### src/rtl/rf_write_arbiter_pkg.sv
// Shared types and constants for the register-file write arbiter.
// Contents:
//   XLEN_C / AW_C  - default data and register-address widths
//   pend_entry_t   - one pending-queue entry {valid, addr, data}
//   req_src_e      - which source owns the write port in a given cycle
package rf_arb_pkg;

    localparam int XLEN_C = 32;
    localparam int AW_C   = 5;

    typedef struct packed {
        logic              valid;
        logic [AW_C-1:0]   addr;
        logic [XLEN_C-1:0] data;
    } pend_entry_t;

    typedef enum logic [1:0] {
        SRC_NONE,
        SRC_PEND,
        SRC_WB,
        SRC_PI
    } req_src_e;

endpackage

### src/rtl/rf_write_arbiter_if.sv
// Bus bundle between the core (writeback, post-increment, register reads)
// and the write arbiter.
//   master: the core side, drives requests, read addresses and raw RF data
//   slave : the arbiter, drives stall, the RF write port and forwarded data
interface rf_write_arbiter_if
    import rf_arb_pkg::*;
#(
    parameter int XLEN = XLEN_C,
    parameter int AW   = AW_C
) ();

    logic            wb_en;
    logic [AW-1:0]   wb_addr;
    logic [XLEN-1:0] wb_data;
    logic            pi_en;
    logic [AW-1:0]   pi_addr;
    logic [XLEN-1:0] pi_data;
    logic            stall_o;
    logic            rf_we;
    logic [AW-1:0]   rf_waddr;
    logic [XLEN-1:0] rf_wdata;
    logic [AW-1:0]   rd_addr1;
    logic [AW-1:0]   rd_addr2;
    logic [XLEN-1:0] rf_rdata1;
    logic [XLEN-1:0] rf_rdata2;
    logic [XLEN-1:0] fwd_rdata1;
    logic [XLEN-1:0] fwd_rdata2;

    modport master (
        output wb_en, wb_addr, wb_data, pi_en, pi_addr, pi_data,
        output rd_addr1, rd_addr2, rf_rdata1, rf_rdata2,
        input  stall_o, rf_we, rf_waddr, rf_wdata, fwd_rdata1, fwd_rdata2
    );

    modport slave (
        input  wb_en, wb_addr, wb_data, pi_en, pi_addr, pi_data,
        input  rd_addr1, rd_addr2, rf_rdata1, rf_rdata2,
        output stall_o, rf_we, rf_waddr, rf_wdata, fwd_rdata1, fwd_rdata2
    );

endinterface

### src/rtl/rf_write_arbiter_pend_queue.sv
// rf_pend_queue: circular buffer of pending register writes with an address CAM.
// Ports:
//   clk, rst                 - clock, synchronous active-high reset
//   pop                      - retire the head entry
//   push0_* / push1_*        - append up to two entries, push0 lands first
//   upd0_* / upd1_*          - overwrite data of an existing entry by index
//   head_*                   - head entry peek and its index
//   count                    - registered occupancy
//   cam0_* / cam1_*          - address match returning entry index
//   lk0_* / lk1_*            - address match returning entry data (forwarding)
module rf_pend_queue
    import rf_arb_pkg::*;
#(
    parameter int XLEN  = XLEN_C,
    parameter int AW    = AW_C,
    parameter int DEPTH = 4,
    localparam int PW   = (DEPTH > 1) ? $clog2(DEPTH) : 1,
    localparam int CW   = $clog2(DEPTH + 1)
) (
    input  logic            clk,
    input  logic            rst,
    input  logic            pop,
    input  logic            push0_en,
    input  logic [AW-1:0]   push0_addr,
    input  logic [XLEN-1:0] push0_data,
    input  logic            push1_en,
    input  logic [AW-1:0]   push1_addr,
    input  logic [XLEN-1:0] push1_data,
    input  logic            upd0_en,
    input  logic [PW-1:0]   upd0_idx,
    input  logic [XLEN-1:0] upd0_data,
    input  logic            upd1_en,
    input  logic [PW-1:0]   upd1_idx,
    input  logic [XLEN-1:0] upd1_data,
    output logic            head_valid,
    output logic [PW-1:0]   head_idx,
    output logic [AW-1:0]   head_addr,
    output logic [XLEN-1:0] head_data,
    output logic [CW-1:0]   count,
    input  logic [AW-1:0]   cam0_key,
    output logic            cam0_hit,
    output logic [PW-1:0]   cam0_idx,
    input  logic [AW-1:0]   cam1_key,
    output logic            cam1_hit,
    output logic [PW-1:0]   cam1_idx,
    input  logic [AW-1:0]   lk0_addr,
    output logic            lk0_hit,
    output logic [XLEN-1:0] lk0_data,
    input  logic [AW-1:0]   lk1_addr,
    output logic            lk1_hit,
    output logic [XLEN-1:0] lk1_data
);

    logic            valid_q [DEPTH];
    logic [AW-1:0]   addr_q  [DEPTH];
    logic [XLEN-1:0] data_q  [DEPTH];
    logic [PW-1:0]   rd_ptr;
    logic [PW-1:0]   wr_ptr;
    logic [CW-1:0]   count_q;
    logic [PW-1:0]   push1_slot;

    // DEPTH need not be a power of two, so wrap explicitly.
    function automatic logic [PW-1:0] ptr_inc(input logic [PW-1:0] p);
        return (p == PW'(DEPTH - 1)) ? '0 : p + PW'(1);
    endfunction

    // The second push follows the first when both fire in one cycle.
    assign push1_slot = push0_en ? ptr_inc(wr_ptr) : wr_ptr;

    // Pushes are applied after the pop clear; the arbiter's stall threshold
    // guarantees they never land on the slot being popped.
    always_ff @(posedge clk) begin
        if (rst) begin
            rd_ptr  <= '0;
            wr_ptr  <= '0;
            count_q <= '0;
            for (int i = 0; i < DEPTH; i++) begin
                valid_q[i] <= 1'b0;
            end
        end else begin
            if (pop) begin
                valid_q[rd_ptr] <= 1'b0;
                rd_ptr          <= ptr_inc(rd_ptr);
            end
            if (upd0_en) begin
                data_q[upd0_idx] <= upd0_data;
            end
            if (upd1_en) begin
                data_q[upd1_idx] <= upd1_data;
            end
            if (push0_en) begin
                valid_q[wr_ptr] <= 1'b1;
                addr_q[wr_ptr]  <= push0_addr;
                data_q[wr_ptr]  <= push0_data;
            end
            if (push1_en) begin
                valid_q[push1_slot] <= 1'b1;
                addr_q[push1_slot]  <= push1_addr;
                data_q[push1_slot]  <= push1_data;
            end
            if (push1_en) begin
                wr_ptr <= ptr_inc(push1_slot);
            end else if (push0_en) begin
                wr_ptr <= ptr_inc(wr_ptr);
            end
            count_q <= count_q + CW'(push0_en) + CW'(push1_en) - CW'(pop);
        end
    end

    assign head_valid = (count_q != '0);
    assign head_idx   = rd_ptr;
    assign head_addr  = addr_q[rd_ptr];
    assign head_data  = data_q[rd_ptr];
    assign count      = count_q;

    // Pending addresses are unique, so at most one entry matches each key.
    always_comb begin
        cam0_hit = 1'b0;
        cam0_idx = '0;
        cam1_hit = 1'b0;
        cam1_idx = '0;
        lk0_hit  = 1'b0;
        lk0_data = '0;
        lk1_hit  = 1'b0;
        lk1_data = '0;
        for (int i = 0; i < DEPTH; i++) begin
            if (valid_q[i] && addr_q[i] == cam0_key) begin
                cam0_hit = 1'b1;
                cam0_idx = PW'(i);
            end
            if (valid_q[i] && addr_q[i] == cam1_key) begin
                cam1_hit = 1'b1;
                cam1_idx = PW'(i);
            end
            if (valid_q[i] && addr_q[i] == lk0_addr) begin
                lk0_hit  = 1'b1;
                lk0_data = data_q[i];
            end
            if (valid_q[i] && addr_q[i] == lk1_addr) begin
                lk1_hit  = 1'b1;
                lk1_data = data_q[i];
            end
        end
    end

endmodule

### src/rtl/rf_write_arbiter.sv
// rf_write_arbiter: shares the register file's single write port between the
// writeback (wb) and post-increment (pi) paths.
// Ports:
//   clk, rst - clock, synchronous active-high reset
//   bus      - slave side of rf_write_arbiter_if: wb/pi requests, stall_o,
//              RF write port, read addresses, raw and forwarded read data
// One write issues per cycle (pending head, then wb, then pi); the rest are
// coalesced into a small pending queue whose contents are forwarded to reads.
module rf_write_arbiter
    import rf_arb_pkg::*;
#(
    parameter int XLEN  = XLEN_C,
    parameter int AW    = AW_C,
    parameter int DEPTH = 4
) (
    input  logic              clk,
    input  logic              rst,
    rf_write_arbiter_if.slave bus
);

    localparam int PW = (DEPTH > 1) ? $clog2(DEPTH) : 1;
    localparam int CW = $clog2(DEPTH + 1);
    localparam logic [CW-1:0] STALL_AT = CW'(DEPTH - 1);

    req_src_e        src;
    logic            stall;
    logic            wb_ok, pi_ok, wb_q, pi_q, wb_hit, pi_hit;
    logic            we_c;
    logic [AW-1:0]   waddr_c;
    logic [XLEN-1:0] wdata_c;

    logic            head_valid;
    logic [PW-1:0]   head_idx;
    logic [AW-1:0]   head_addr;
    logic [XLEN-1:0] head_data;
    logic [CW-1:0]   count;
    logic            cam0_hit, cam1_hit, lk0_hit, lk1_hit;
    logic [PW-1:0]   cam0_idx, cam1_idx;
    logic [XLEN-1:0] lk0_data, lk1_data;

    // Stall looks only at registered occupancy: no path from the request enables.
    assign stall = !rst && (count >= STALL_AT);

    // Filter requests, resolve the same-address conflict (pi is architecturally
    // last, so it wins) and pick the single source that owns the write port.
    // A request that matches the head being issued must not coalesce into it,
    // because that entry is leaving the queue this cycle.
    always_comb begin
        wb_ok = bus.wb_en && (bus.wb_addr != '0) && !stall && !rst;
        pi_ok = bus.pi_en && (bus.pi_addr != '0) && !stall && !rst;
        if (wb_ok && pi_ok && (bus.wb_addr == bus.pi_addr)) begin
            wb_ok = 1'b0;
        end

        src = SRC_NONE;
        if (head_valid && !rst) begin
            src = SRC_PEND;
        end else if (wb_ok) begin
            src = SRC_WB;
        end else if (pi_ok) begin
            src = SRC_PI;
        end

        wb_q   = wb_ok && (src != SRC_WB);
        pi_q   = pi_ok && (src != SRC_PI);
        wb_hit = cam0_hit && !((src == SRC_PEND) && (cam0_idx == head_idx));
        pi_hit = cam1_hit && !((src == SRC_PEND) && (cam1_idx == head_idx));

        we_c    = 1'b0;
        waddr_c = '0;
        wdata_c = '0;
        case (src)
            SRC_PEND: begin
                we_c    = 1'b1;
                waddr_c = head_addr;
                wdata_c = head_data;
            end
            SRC_WB: begin
                we_c    = 1'b1;
                waddr_c = bus.wb_addr;
                wdata_c = bus.wb_data;
            end
            SRC_PI: begin
                we_c    = 1'b1;
                waddr_c = bus.pi_addr;
                wdata_c = bus.pi_data;
            end
            default: ;
        endcase
    end

    // The issuing head is still a pending entry, so the queue lookup alone
    // covers it; fresh requests are deliberately invisible to reads.
    function automatic logic [XLEN-1:0] fwd_sel(
        input logic [AW-1:0]   a,
        input logic            hit,
        input logic [XLEN-1:0] pend_d,
        input logic [XLEN-1:0] raw
    );
        if (a == '0) return '0;
        if (hit)     return pend_d;
        return raw;
    endfunction

    assign bus.stall_o    = stall;
    assign bus.rf_we      = we_c;
    assign bus.rf_waddr   = waddr_c;
    assign bus.rf_wdata   = wdata_c;
    assign bus.fwd_rdata1 = fwd_sel(bus.rd_addr1, lk0_hit && !rst, lk0_data, bus.rf_rdata1);
    assign bus.fwd_rdata2 = fwd_sel(bus.rd_addr2, lk1_hit && !rst, lk1_data, bus.rf_rdata2);

    rf_pend_queue #(
        .XLEN  (XLEN),
        .AW    (AW),
        .DEPTH (DEPTH)
    ) u_queue (
        .clk        (clk),
        .rst        (rst),
        .pop        (src == SRC_PEND),
        .push0_en   (wb_q && !wb_hit),
        .push0_addr (bus.wb_addr),
        .push0_data (bus.wb_data),
        .push1_en   (pi_q && !pi_hit),
        .push1_addr (bus.pi_addr),
        .push1_data (bus.pi_data),
        .upd0_en    (wb_q && wb_hit),
        .upd0_idx   (cam0_idx),
        .upd0_data  (bus.wb_data),
        .upd1_en    (pi_q && pi_hit),
        .upd1_idx   (cam1_idx),
        .upd1_data  (bus.pi_data),
        .head_valid (head_valid),
        .head_idx   (head_idx),
        .head_addr  (head_addr),
        .head_data  (head_data),
        .count      (count),
        .cam0_key   (bus.wb_addr),
        .cam0_hit   (cam0_hit),
        .cam0_idx   (cam0_idx),
        .cam1_key   (bus.pi_addr),
        .cam1_hit   (cam1_hit),
        .cam1_idx   (cam1_idx),
        .lk0_addr   (bus.rd_addr1),
        .lk0_hit    (lk0_hit),
        .lk0_data   (lk0_data),
        .lk1_addr   (bus.rd_addr2),
        .lk1_hit    (lk1_hit),
        .lk1_data   (lk1_data)
    );

endmodule

### src/flat_wrapper.sv
// flat-port wrapper written by rule: the top's interface ports become plain ports
module rf_write_arbiter_flat import rf_arb_pkg::*;
#(
    parameter int XLEN  = XLEN_C,
    parameter int AW    = AW_C,
    parameter int DEPTH = 4
)
  (clk, rst, bus_wb_en, bus_wb_addr, bus_wb_data, bus_pi_en, bus_pi_addr, bus_pi_data, bus_rd_addr1, bus_rd_addr2, bus_rf_rdata1, bus_rf_rdata2, bus_stall_o, bus_rf_we, bus_rf_waddr, bus_rf_wdata, bus_fwd_rdata1, bus_fwd_rdata2);
  rf_write_arbiter_if #(.XLEN(XLEN), .AW(AW)) bus_i ();
  input  logic clk;
  input  logic rst;
  input wire logic [$bits(bus_i.wb_en)-1:0] bus_wb_en;
  input wire logic [$bits(bus_i.wb_addr)-1:0] bus_wb_addr;
  input wire logic [$bits(bus_i.wb_data)-1:0] bus_wb_data;
  input wire logic [$bits(bus_i.pi_en)-1:0] bus_pi_en;
  input wire logic [$bits(bus_i.pi_addr)-1:0] bus_pi_addr;
  input wire logic [$bits(bus_i.pi_data)-1:0] bus_pi_data;
  input wire logic [$bits(bus_i.rd_addr1)-1:0] bus_rd_addr1;
  input wire logic [$bits(bus_i.rd_addr2)-1:0] bus_rd_addr2;
  input wire logic [$bits(bus_i.rf_rdata1)-1:0] bus_rf_rdata1;
  input wire logic [$bits(bus_i.rf_rdata2)-1:0] bus_rf_rdata2;
  output wire logic [$bits(bus_i.stall_o)-1:0] bus_stall_o;
  output wire logic [$bits(bus_i.rf_we)-1:0] bus_rf_we;
  output wire logic [$bits(bus_i.rf_waddr)-1:0] bus_rf_waddr;
  output wire logic [$bits(bus_i.rf_wdata)-1:0] bus_rf_wdata;
  output wire logic [$bits(bus_i.fwd_rdata1)-1:0] bus_fwd_rdata1;
  output wire logic [$bits(bus_i.fwd_rdata2)-1:0] bus_fwd_rdata2;
  assign bus_i.wb_en = bus_wb_en;
  assign bus_i.wb_addr = bus_wb_addr;
  assign bus_i.wb_data = bus_wb_data;
  assign bus_i.pi_en = bus_pi_en;
  assign bus_i.pi_addr = bus_pi_addr;
  assign bus_i.pi_data = bus_pi_data;
  assign bus_i.rd_addr1 = bus_rd_addr1;
  assign bus_i.rd_addr2 = bus_rd_addr2;
  assign bus_i.rf_rdata1 = bus_rf_rdata1;
  assign bus_i.rf_rdata2 = bus_rf_rdata2;
  assign bus_stall_o = bus_i.stall_o;
  assign bus_rf_we = bus_i.rf_we;
  assign bus_rf_waddr = bus_i.rf_waddr;
  assign bus_rf_wdata = bus_i.rf_wdata;
  assign bus_fwd_rdata1 = bus_i.fwd_rdata1;
  assign bus_fwd_rdata2 = bus_i.fwd_rdata2;
  rf_write_arbiter #(.XLEN(XLEN), .AW(AW), .DEPTH(DEPTH)) u_core (.clk(clk), .rst(rst), .bus(bus_i));
endmodule
### config.mk
export PLATFORM = sky130hd
export DESIGN_NAME = rf_write_arbiter_flat
export DESIGN_NICKNAME = d
export VERILOG_FILES = /design/src/rtl/rf_write_arbiter_pkg.sv /design/src/rtl/rf_write_arbiter_if.sv /design/src/rtl/rf_write_arbiter_pend_queue.sv /design/src/rtl/rf_write_arbiter.sv /design/src/flat_wrapper.sv
export SDC_FILE = /design/constraint.sdc
export NUM_CORES = 1
export LEC_CHECK = 0
export BUFFER_PORTS_ARGS = -buffer_cell sky130_fd_sc_hd__clkbuf_2
export CORE_ASPECT_RATIO = 1.75
export CORE_MARGIN = 10
export CORE_UTILIZATION = 38
export DETAILED_ROUTE_END_ITERATION = 10
export PLACE_DENSITY_LB_ADDON = 0.12
export SLEW_MARGIN = 10
export SYNTH_ARGS = -nofsm -noshare
export SYNTH_HDL_FRONTEND = slang
export SYNTH_SLANG_ARGS = --single-unit
### constraint.sdc
create_clock -name clk -period 12.6 [get_ports clk]
set_input_delay 2.52 -clock clk [delete_from_list [all_inputs] [get_ports clk]]
set_output_delay 2.52 -clock clk [all_outputs]
set_load 0.01 [all_outputs]
### Word level (Yosys, flattened, before mapping)

Memories as Yosys holds them, arrays and structs flattened. A register that Yosys moved wholly into a read port is not among the register bits.
Index checks and enable logic that the tools add are counted.

* $add $sub $neg: 6
* multipliers: 0
* div/mod/pow operators: 0
* $lt $le $gt $ge: 1
* equal/unequal tests: 28
* shift operators: 0
* mux-type cells: 92
* bitwise logic cells: 3
* reductions and logical operators: 55

Operators with widths (count)
* $mux 32: 18
* $pmux 32 s3: 1
* $eq 5x5->1: 17
* $reduce_or 32->1: 2
* $mux 1: 51
* $mux 2: 21
* $logic_and 1x1->1: 38
* $pmux 5 s3: 1
* $eq 2x2->1 const B: 5
* $logic_not 5->1: 2
* $reduce_bool 5->1: 2
* $add 2x1->2 const B: 3
* $add 3x1->3: 2
* $eq 2x2->1: 3
* $logic_not 1->1: 6
* $ne 2x2->1 const B: 2
* $ge 3x2->1 const B: 1
* $reduce_bool 3->1: 1
* $reduce_or 1->1: 3
* $reduce_or 3->1: 1
* $sub 3x1->3: 1
* $and 1x1->1: 2
* $eq 2x1->1 const B: 1
* $not 1->1: 1

* register bits after elaboration: 7
* latch bits: 0
* bits in writable memories: 152
* memory bits (read-only): 0
* logic and storage cells: 191
* memories: 3

Memory list
* u_core.u_queue.data_q: depth 4, width 32, rd ports 5, clocked after Yosys merged registers in 1, wr ports 2, RTL line rf_write_arbiter_pend_queue.sv:56 `logic [XLEN-1:0] data_q [DEPTH];`
* u_core.u_queue.addr_q: depth 4, width 5, rd ports 5, clocked after Yosys merged registers in 1, wr ports 2, RTL line rf_write_arbiter_pend_queue.sv:55 `logic [AW-1:0] addr_q [DEPTH];`
* u_core.u_queue.valid_q: depth 4, width 1, rd ports 4, clocked after Yosys merged registers in 0, wr ports 4, RTL line rf_write_arbiter_pend_queue.sv:54 `logic valid_q [DEPTH];`

### Logic depth before layout (Yosys ltp)

* word-level depth: 23
* mapped depth: 15
* gate-level depth less buffers: 14

### By module

Synthesis repeated with hierarchy kept, for this count alone.

* cells, all modules: 1873
* area total of the unflattened synthesis: 14955.6 µm²

By module, submodules not included
* rf_pend_queue: instances 1, cells each 1528, area each 13096.3 µm², seq. area each 4704.5 µm²
* rf_write_arbiter: instances 1, cells each 345, area each 1859.3 µm², seq. area each 0.0 µm²

### Worst setup path after synthesis

Ideal clock, no wire load.

* path type: input port to flip-flop
* start: input port bus_pi_addr[4]
* end: memory u_core.u_queue.data_q[1][0] (netlist name) (enable)
* library setup time: 466 ps
* arrival: 6776 ps
* required time: 12134 ps
* setup slack: 5359 ps
* stages: 10
* buffers on the path: 1
* path through: buf_6 or4_1 o21a_1 a311oi_4 nand2_2 a31oi_4 inv_1 and3_1 a21o_2 o21ai_0

RTL lines
* start, declared: RTL line flat_wrapper.sv:16 `input wire logic [$bits(bus_i.pi_addr)-1:0] bus_pi_addr;`
* end, declared: RTL line rf_write_arbiter_pend_queue.sv:56

### Worst setup path in the final report

* start: input port bus_rd_addr2[1]
* end: output port bus_fwd_rdata2[1]

* cells in the longest elaborated chain, start to end: 11
* elaborated cells on any way between the ends: 24
* classes of those cells: eq/ne: 4; mux: 14; reduce/logical: 6

Ends and longest elaborated chain
* start, declared: RTL line flat_wrapper.sv:19 `input wire logic [$bits(bus_i.rd_addr2)-1:0] bus_rd_addr2;`
* $eq 5x5->1: RTL line rf_write_arbiter_pend_queue.sv:139 `if (valid_q[i] && addr_q[i] == lk1_addr) begin`
* $logic_and 1x1->1: RTL line rf_write_arbiter_pend_queue.sv:139
* $mux 1 (4 in series): RTL line rf_write_arbiter_pend_queue.sv:139
* $logic_and 1x1->1: RTL line rf_write_arbiter.sv:110 `assign bus.fwd_rdata2 = fwd_sel(bus.rd_addr2, lk1_hit && !rst, lk1_data, bus.rf_rdata2);`
* $mux 1 (2 in series): RTL line rf_write_arbiter.sv:101 `if (hit) return pend_d;`
* $mux 32: RTL line rf_write_arbiter.sv:102 `return raw;`
* $mux 32 (*): RTL line rf_write_arbiter.sv:101
* end, declared: RTL line flat_wrapper.sv:27 `output wire logic [$bits(bus_i.fwd_rdata2)-1:0] bus_fwd_rdata2;`

Mark *: on every way between the ends. The rest lies on a longest branch, timed or not. The select of a mux whose other input is x is not followed.

==> impl_metrics.py <==
metrics = {
    "synth": {
        "synth.avg_cell_area_um2": 10.7,
        "syn_nets": 1381,
        "synth.largest_area_cell": "sky130_fd_sc_hd__edfxtp_1",
        "synth.ff_latch_count": 161,
        "async_flop_share_pct": 0,
        "yosysWarnings": 0,
        "yosys.cell_types.count": 71,
        "seq_area_frac_synth_pct": 36.3,
        "synthesis.area_um2": 13000,
        "synth_flop_cell": "sky130_fd_sc_hd__edfxtp_1",
        "number_of_enable_flip_flop_cells_after_synthesis": 148,
        "synth.top_cell.area_share_pct": 34.3,
        "yosys-top-cells-area": "sky130_fd_sc_hd__edfxtp_1 (34%), sky130_fd_sc_hd__mux2_4 (6.8%), sky130_fd_sc_hd__mux4_2 (6.4%), sky130_fd_sc_hd__o311ai_0 (4.5%), sky130_fd_sc_hd__nor2_1 (4.3%)",
        "postSynthCellCount": 1216,
    },
    "status": {
        "outcome": "finished, final reports clean",
    },
    "clock_network": {
        "cts_sinks": 161,
        "clock_tree.buffer_depth": 2,
        "clk_pin_slew_worst_paths_ns": 0.06,
        "worst_skew_pair_latency_ns": 0.45,
        "cts_made_buffers": 17,
        "ctsRootBufferMaster": "sky130_fd_sc_hd__clkbuf_16",
        "cts_max_level": 4,
        "cts_tree": "built",
        "post_cts.resized_instances": 0,
        "post_cts_buffers": 0,
        "cts_hold_buffers": 0,
    },
    "sta": {
        "setup_slack_ns": 4.05,
        "period_needed_ns": 8.55,
        "timing_max_transition_violations_final": 0,
        "fmaxAchievable_mhz": 117,
        "finalHoldViolations": 0,
        "worst_setup_skew_after_layout_ns": 0.00993,
        "max-slew-margin-rel_pct": 26.2,
        "finalSetupTns_ns": 0,
        "max_slew.worst_pin.slew_ns": 1.11,
        "fin_crit_sh_pct": 67.8,
        "report.final.setup_viol": 0,
        "grt_setup_unrepaired": "false",
    },
    "global_route": {
        "grt_pass1_vias": 11403,
        "global_route_total_overflow": 0,
        "grt_antenna_before_repair": 2,
        "track_usage_pct": 23.1,
        "grt_pass1_wl_um": 74300,
        "pin_count_of_the_biggest_net_entering_global_routing": 66,
    },
    "place": {
        "dpl.cell_count": 1802,
        "port_buffers": 254,
        "place_ws_ns": 4.10,
        "gpl.final_weighted_congestion": 0.856,
        "detailed_placement_wirelength_estimate_um": 33500,
    },
    "setup_path": {
        "critPathMaxStageDelay_ns": 0.91,
        "crit_required_ns": 10.08,
        "crit_buf_inv": 3,
        "critical_path.top_delay_family": "simple AND/OR/NAND/NOR gates",
        "reg2reg_depth": 12,
        "worst_path_max_delay_cell": "sky130_fd_sc_hd__and3_2",
        "worstPathArrival_ns": 6.03,
        "crit_path_cell_trace": "clkbuf_2 > xor2_1 > nor4_1 > and3_2 > nor4_1 > nor2_4 > buf_4 > o311ai_0 > o21ai_0 > nor2_1 > clkbuf_2",
        "worstPathMaxFanout": 64,
        "criticalPathCategory": "input port to primary output",
        "endpoint_kind": "primary output",
        "start_kind": "input port",
        "number_of_gates_on_the_worst_path_with_buffers_counted": 11,
    },
    "die": {
        "floorplan.die_area_um2": 42200,
        "io_pins": 255,
        "initial_utilization_pct": 38.5,
        "std_cell_rows": 89,
        "die_x_um": 160,
        "floorplan.die.height_um": 264,
        "core_area_um2": 33700,
    },
    "finish": {
        "fin_cells": 1835,
        "drive_gt1_share_pct": 36.2,
        "areaGrowthSynthToFinish_pct": 14.8,
        "nets": 1531,
        "fill_cells": 3283,
    },
    "routing": {
        "postRouteAntennaNets": 0,
        "wirelength_um": 50600,
        "routedWlPerCell_um": 27.6,
        "dr.max_layer_used": "met5",
        "drt-vias-per-instance": 6.10,
        "drcViolationCount": 0,
        "met1_length_um": 18200,
        "drt_iter0_drc": 856,
        "dr_wl_met2_um": 27500,
        "num_vias": 11192,
        "drtPass1Iterations": 6,
        "met3_wirelength_um": 3030,
    },
    "power_and_ir_drop": {
        "p_leak_nw": 5.65,
        "vdd_drop_max_mv": 0.103,
        "pwr_density_cell_nw_per_um2": 128,
        "total_power_mw": 1.91,
    },
    "job": {
        "cap_violations": 0,
    },
    "min_path": {
        "hp-class": "register to register",
        "min_path_cells": 2,
    },
}
[state kept, by name, summed over array words and instances (netlist names), named ones only]
register                 count
u_core.u_queue.wr_ptr        2
u_core.u_queue.data_q      128
u_core.u_queue.addr_q       20
u_core.u_queue.count         3
u_core.u_queue.head_idx      2
u_core.u_queue.valid_q       4
[worst reg2reg max path: stages, from the launching register on]
cell                      delay [ns]
sky130_fd_sc_hd__dfxtp_1        0.33
sky130_fd_sc_hd__nor3_1         0.79
sky130_fd_sc_hd__or2_2          0.87
sky130_fd_sc_hd__inv_2          0.65
sky130_fd_sc_hd__or2_2          0.52
sky130_fd_sc_hd__nor2b_4        0.16
sky130_fd_sc_hd__o31a_2         0.18
sky130_fd_sc_hd__inv_4          0.16
sky130_fd_sc_hd__mux2i_4        0.30
sky130_fd_sc_hd__nand2_2        0.26
sky130_fd_sc_hd__buf_4          0.40
sky130_fd_sc_hd__o21ai_4        0.37
sky130_fd_sc_hd__buf_4          0.48
[stage by stage]
stage	hold WS [ns]	utilization (%)	cell area [um2]
6_report	0.602	44.1	14900
5_1_grt	0.626	44.1	14900
2_1_floorplan	0.504	-	13000
3_3_place_gp	0.589	42.5	14400
3_5_place_dp	0.583	42.5	14400
4_1_cts	0.594	44.1	14900
[layout by cell type (no fill, tap or decap), drive strengths merged, types with 3 or more instances in the layout]
cell      netlist  layout
clkbuf        111     275
edfxtp        148     148
a221o          37      37
and3           50      50
clkinv          1       8
o311ai         66      66
mux4           37      37
nand2          89      89
nor3            7       7
xor2           61      61
nand4           3       3
a21oi           4       4
or2             5       5
dfxtp          13      13
buf            29      17
nor2          151     151
inv            15      15
a31o            3       3
a221oi         64      64
a31oi           3       3
or4             4       4
nand3           7       7
clkinvlp        0       3
o21ai          74      74
nor4           16      16
ha             11      11
or3             4       4
mux2          150     150
xnor2          26      26
mux2i           4       4
[area by class of cell]
| class | count | area (um2) | area share (%) |
|---|---|---|---|
| antenna | 1 | 2.50 | 0.0168 |
| clock buffer | 21 | 440 | 2.96 |
| clock inverter | 11 | 91.3 | 0.613 |
| inverter | 16 | 63.8 | 0.429 |
| multi-input combinational | 899 | 7610 | 51.1 |
| sequential | 161 | 4710 | 31.6 |
| tap | 455 | 569 | 3.82 |
| timing repair buffer | 271 | 1400 | 9.39 |
[cell families (layout without fill, tap and decap cells)]
logic type / Yosys count / count (layout) / share of synthesized area (%)
multiplexers: 191 / 191 / 21.6
other: 0 / 1 / 0
AO/OA/AOI/OAI: 263 / 263 / 16.6
flip-flops: 161 / 161 / 36.3
adder cells (fa/ha/maj): 13 / 13 / 1.37
AND/OR/NAND/NOR: 345 / 345 / 12.4
XOR/XNOR: 87 / 87 / 5.87
buffers and inverters: 156 / 319 / 5.91
[worst paths after layout]
check,slack [ns],startpoint,end
setup / recovery,4.05,bus_rd_addr2[1],bus_fwd_rdata2[1]
hold / removal,0.60,u_core.u_queue.valid_q[0],u_core.u_queue.valid_q[0]
setup reg to reg,6.78,u_core.u_queue.count[0],u_core.u_queue.data_q[3][26]
hold reg to reg,0.60,u_core.u_queue.valid_q[0],u_core.u_queue.valid_q[0]
[metal layers]
metal	vias to the layer above	track usage, %
met5	-	0
met4	2	10.3
met3	126	4.19
met2	531	43.6
met1	5539	24.3
li1	4994	-
[synth_stat cells, types with 11 or more instances]
cell type	number
sky130_fd_sc_hd__a221oi_1	64
sky130_fd_sc_hd__nor2_1	150
sky130_fd_sc_hd__edfxtp_1	148
sky130_fd_sc_hd__mux2_4	59
sky130_fd_sc_hd__nor4_1	16
sky130_fd_sc_hd__inv_1	14
sky130_fd_sc_hd__mux2_1	43
sky130_fd_sc_hd__ha_1	11
sky130_fd_sc_hd__xor2_1	61
sky130_fd_sc_hd__and3_1	47
sky130_fd_sc_hd__a221o_1	36
sky130_fd_sc_hd__mux2_2	48
sky130_fd_sc_hd__mux4_2	37
sky130_fd_sc_hd__dfxtp_1	13
sky130_fd_sc_hd__clkbuf_1	108
sky130_fd_sc_hd__o21ai_0	71
sky130_fd_sc_hd__nand2_1	86
sky130_fd_sc_hd__o311ai_0	66
sky130_fd_sc_hd__buf_6	11
sky130_fd_sc_hd__xnor2_1	26
[where the power goes]
group          internal, mW  total [mW]  switching [mW]
combinational         0.325       0.706           0.381
sequential            0.635       0.722          0.0871
clock                 0.269       0.484           0.215
total                  1.23        1.91           0.683
Note: power is estimated with default switching activity, not from simulation.
